<file path="src/rtl/alu_pkg.sv">
// Shared opcode encoding and default width for the registered ALU.
// Consumers: alu_core, alu_top (optional input stage via ALU_INPUT_REG_EN).
package alu_pkg;

  localparam int ALU_DEFAULT_N = 4;

  typedef enum logic [1:0] {
    ALU_ADD = 2'd0,
    ALU_SUB = 2'd1,
    ALU_AND = 2'd2,
    ALU_OR  = 2'd3
  } alu_op_t;

endpackage

</file>
<file path="src/rtl/alu_core.sv">
// Purely combinational four-function ALU; bit N carries the add carry-out
// or the subtract borrow, and is always zero for the logical operations.
module alu_core
  import alu_pkg::*;
#(
  parameter int N = ALU_DEFAULT_N
) (
  input  logic [N-1:0] operand1,
  input  logic [N-1:0] operand2,
  input  alu_op_t      operation,
  output logic [N:0]   value
);

  logic [N:0] ext1;
  logic [N:0] ext2;

  assign ext1 = {1'b0, operand1};
  assign ext2 = {1'b0, operand2};

  // Subtraction wraps mod 2^(N+1), so bit N doubles as "operand1 < operand2".
  always_comb begin
    value = '0;
    case (operation)
      ALU_ADD: value = ext1 + ext2;
      ALU_SUB: value = ext1 - ext2;
      ALU_AND: value = {1'b0, operand1 & operand2};
      ALU_OR:  value = {1'b0, operand1 | operand2};
      default: value = '0;
    endcase
  end

endmodule

</file>
<file path="src/rtl/alu_top.sv">
// Registered ALU wrapper: output register always, plus an input register
// stage when ALU_INPUT_REG_EN is defined (latency 2 instead of 1).
module alu_top
  import alu_pkg::*;
#(
  parameter int N = ALU_DEFAULT_N
) (
  input  logic         clk,
  input  logic         reset,
  input  logic [N-1:0] operand1,
  input  logic [N-1:0] operand2,
  input  logic [1:0]   operation,
  output logic [N:0]   result
);

  logic [N-1:0] core_op1;
  logic [N-1:0] core_op2;
  alu_op_t      core_op;
  logic [N:0]   core_value;

`ifdef ALU_INPUT_REG_EN
  logic [N-1:0] op1_q;
  logic [N-1:0] op2_q;
  alu_op_t      op_q;

  // Clearing to ADD 0+0 keeps the first post-reset output at zero.
  always_ff @(posedge clk) begin
    if (!reset) begin
      op1_q <= '0;
      op2_q <= '0;
      op_q  <= ALU_ADD;
    end else begin
      op1_q <= operand1;
      op2_q <= operand2;
      op_q  <= alu_op_t'(operation);
    end
  end

  assign core_op1 = op1_q;
  assign core_op2 = op2_q;
  assign core_op  = op_q;
`else
  assign core_op1 = operand1;
  assign core_op2 = operand2;
  assign core_op  = alu_op_t'(operation);
`endif

  alu_core #(
    .N (N)
  ) u_core (
    .operand1  (core_op1),
    .operand2  (core_op2),
    .operation (core_op),
    .value     (core_value)
  );

  always_ff @(posedge clk) begin
    if (!reset) begin
      result <= '0;
    end else begin
      result <= core_value;
    end
  end

endmodule

</file>
<file path="config.mk">
export PLATFORM = sky130hd
export DESIGN_NAME = alu_top
export DESIGN_NICKNAME = d
export VERILOG_FILES = /design/src/rtl/alu_pkg.sv /design/src/rtl/alu_core.sv /design/src/rtl/alu_top.sv
export SDC_FILE = /design/constraint.sdc
export NUM_CORES = 1
export LEC_CHECK = 0
export ABC_AREA = 0
export CAP_MARGIN = 10
export CORE_MARGIN = 4
export CORE_UTILIZATION = 26
export DETAILED_ROUTE_END_ITERATION = 8
export GPL_TIMING_DRIVEN = 0
export PLACE_DENSITY = 0.59
export SETUP_SLACK_MARGIN = 0.3
export SLEW_MARGIN = 20
export SYNTH_ARGS = -nofsm -noshare
export SYNTH_HDL_FRONTEND = slang
export SYNTH_SLANG_ARGS = --single-unit
</file>
<file path="constraint.sdc">
create_clock -name clk -period 5.15 [get_ports clk]
set_input_delay 0.7725 -clock clk [delete_from_list [all_inputs] [get_ports clk]]
set_output_delay 0.7725 -clock clk [all_outputs]
set_load 0.02 [all_outputs]
</file>
== Yosys cells after proc, flatten, opt, wreduce, memory -nomap -nowiden ==
Index checks and enable logic that the tools add are counted.
Storage, ports and cells
  register bits: 5
  bits in latches: 0
  RAM bits: 0
  memory bits (read-only): 0
  bits of input ports: 12
  output and inout port bits: 5
  memories kept: 0
Operators by class
  $add $sub $neg: 2
  multiply operators: 0
  divide/modulo/power cells: 0
  order comparisons: 0
  equality and inequality tests: 3
  shifts and indexed selects: 0
  mux-type cells: 1
  bitwise gates (word level): 2
  reductions and logical operators: 1
Operator list (count)
  $pmux 5 s4: 1
  $add 4x4->5: 1
  $sub 4x4->5: 1
  $and 4x4->4: 1
  $eq 2x2->1 const B: 2
  $or 4x4->4: 1
  $eq 2x1->1 const B: 1
  $logic_not 2->1: 1

== Longest topological paths before layout ==
  depth after elaboration: 2
  mapped depth: 9

== By module ==
From an unflattened synthesis, not the netlist that was laid out.
Unflattened totals
  cells, all modules: 57
  area, all modules: 470.5 um2
Modules (own cells, without submodules)
  alu_core: instances 1, cells an instance 47, area each 339.1 um2
  alu_top: instances 1, cells an instance 10, area each 131.4 um2

== Worst setup path before layout ==
OpenSTA, ideal clock, no wires.
  path type: input-to-reg
  from: in operand2[0]
  to: reg result[4]
  library setup time: 0.116 ns
  arrival time: 2.286 ns
  required time: 5.034 ns
  setup slack: 2.749 ns
  stages: 8
  path buffers: 0
  cells stage by stage: inv_1 > ha_1 > mux2_4 > fa_1 > nand2b_1 > a21oi_2 > xnor2_1 > and3_1
Between the ends
  longest elaborated chain between the ends: 2
  elaborated cells between the ends (all ways): 3
Ends and longest elaborated chain
  start: declaration: RTL line alu_top.sv:11  | input logic [N-1:0] operand2,
  $sub 4x4->5 / $add 4x4->5 (equally long branches): RTL line alu_core.sv:25, alu_core.sv:24
  $pmux 5 s4 *: RTL line alu_core.sv:23  | case (operation)
  end signal: assignment: RTL line alu_top.sv:61  | result <= core_value;
  end: declaration: RTL line alu_top.sv:13  | output logic [N:0] result
Mark *: on every way between the ends. The rest lies on a longest branch, timed or not.
A chain may end at the register's enable or synchronous reset.

== Final worst setup path ==
Same ends and word-level chain as after synthesis.

==> metrics.txt <==
status=finished clean; Initial Util=between 20 and 30%; post-synthesis sequential area ratio=a little over a fifth; chip height=around 50 microns; peak supply drop=around 0.000066 V; Biggest register=result; # hold bufs at CTS=0; Iter 0 DRT Violations=2; vias=424; CP max FO=4; design area=around 680 sq um; post-CTS sizing=0; relative slew slack=around 79%; power share of the clock group=between 20% and 30%; max-cap violation count=0; asr flop ratio synth=0%; Largest regs=result (5); FMAX=approximately 0.35 GHz; Yosys cell types=24; antenna violation net count after detailed routing=0; layout cells sized above 1=approximately a tenth; sequential share of power=about 28%; layout overhead on the synthesized area=46.9%; die area=about 0.0025 sq mm; Overflow after GRT=0; max reg flops=5; final setup TNS=0 ps; Post-route DRC=0; Mapped Nets=75; RSZ-0062 raised after global routing=false; CTS Root Cell=clkbuf_4; Hold Crit Class=primary input to register; post-synth top area share=21.7%; Cell Int Power=roughly 110 uW; part of the power in combinational logic=between 40% and 50%; Post-synth EDFFs=0; per-cell routed wire length=9.39 microns; Syn Inst Count=between 50 and 60; WL final=a little over 900 microns; ys flop type=dfxtp_1; #FFs+latches synth=5; core area=0.00159 sq mm; sw power=around 47 uW; antenna violations before repair=0; Final Cycle Share=55.0%; CTS Buf Count=3; max-slew violation count=0; Placer Congestion=roughly 0.68; switching power share of the total=a little under a third; area of the multi-input gates=335 sq um; GR Util All Layers=slightly below 8%; IO buf count=16; top post-synthesis cells by area=dfxtp_1 22%, ha_1 19%, xnor2_1 9.5%, inv_1 4.9%, nor2_1 4.9%; placed cell area=652 sq um; first-pass GRT wire length=around 1500 microns; CTS H-tree depth=1; largest net degree at the start of global routing=9; CTS tree=done; worst slew pin tran=~320 ps; cell area after synthesis=between 400 and 500 sq um; final hold violation count=0; crit path DAT=a little under 3000 ps; YS warnings=0; io pins=17; final setup margin=2320 ps; Final nets=96; clock sinks=5; Pwr Density=228 mW/mm^2; Lkg Pwr=0.000304 uW; Worst Setup Path Type=primary input to register; FILL cells=between 150 and 200; Setup Buffers After CTS=0; total power=~150 uW; Yosys top cell by area=dfxtp_1; Clock Tree Buf Depth=2; Min Clock Period, post-route=2830 ps; post-DP HPWL=a little over 800 microns; Hold Path Cell Cnt=2; Row Count=14; die width=about 50 microns; 1st-pass router iterations=2; vias in the first global route=419; pre-CTS setup slack=slightly above 2000 ps; DR vias/cell=between 4 and 5; clk slew on worst S/H paths=40 ps; ANT cells=0; Startpoint Class=primary input; Req. time, crit path=about 5300 ps; total area of sequential cells=around 100 sq um; Syn Area/Cell=approximately 8.4 sq um; crit end category=register; Finish-stage setup viols=0
cell type report:
| cell class | count | share of cell area, % |
|---|---|---|
| multi-input cells | 43 | 49.4 |
| repair buffers | 16 | 23.6 |
| flip-flops and latches | 5 | 14.8 |
| well taps | 24 | 4.43 |
| clock buffers | 4 | 3.87 |
| inverters | 7 | 3.87 |
kinds of logic after synthesis:
logic type | share of synthesized area [%]
mux | 5.42
xor+xnor | 9.48
buf+inv | 5.69
simple gates | 18.2
flops | 21.7
fa+ha+maj | 25.5
compound gates | 14.1
worst max-delay path: stages:
cell and delay (ps):
clkdlybuf4s50_1 520, inv_1 90, ha_1 300, mux2_4 290, fa_1 430, nand2b_1 170
a21oi_2 140, xnor2_1 80, and3_1 170
cell usage in the layout, fill, tap and decap left out, types with 3 or more instances in the layout:
cell             instances
xnor2_1                  5
clkbuf_4                 3
inv_1                    6
clkdlybuf4s50_1         16
ha_1                     7
o21ai_0                  4
nand2_1                  3
dfxtp_1                  5
nor2_1                   6
a21oi_1                  3
worst paths after layout:
| check | start | slack [ps] | to |
|---|---|---|---|
| worst max-delay path | operand2[0] | 2320 | result[4] |
| worst min-delay path | reset | 1190 | result[2] |
through the flow:
step	std cells	hold slack [ps]	utilization, %
after floorplan	55	873	-
after global placement	95	1440	40.9
after detailed placement	95	1440	40.9
after CTS	99	1190	42.5
after global routing	99	1220	42.5
final	99	1190	42.5
Yosys cell counts (3+ instances only):
master and count:
a21oi_1 3, dfxtp_1 5, ha_1 7, inv_1 6, nand2_1 3, nor2_1 6, o21ai_0 4, xnor2_1 5
routing by layer:
| metal | wire (microns) | GRT usage, % | vias up |
|---|---|---|---|
| met5 | 0 | 0 | - |
| met2 | 520 | 15.4 | 8 |
| met3 | 26 | 1.18 | 0 |
| li1 | - | - | 226 |
| met4 | 0 | 5.53 | 0 |
| met1 | 383 | 7.51 | 190 |
power groups by stage:
stage,registers [uW],clock network [uW],logic (uW)
2_1_floorplan,50.7,0,34.2
3_3_place_gp,44.9,0,66.1
3_5_place_dp,44.8,0,66.3
4_1_cts,44.1,47.0,66.8
5_1_grt,44.5,50.7,72.7
6_report,44.1,44.7,65.9
Power figures use the tool's default switching activity.
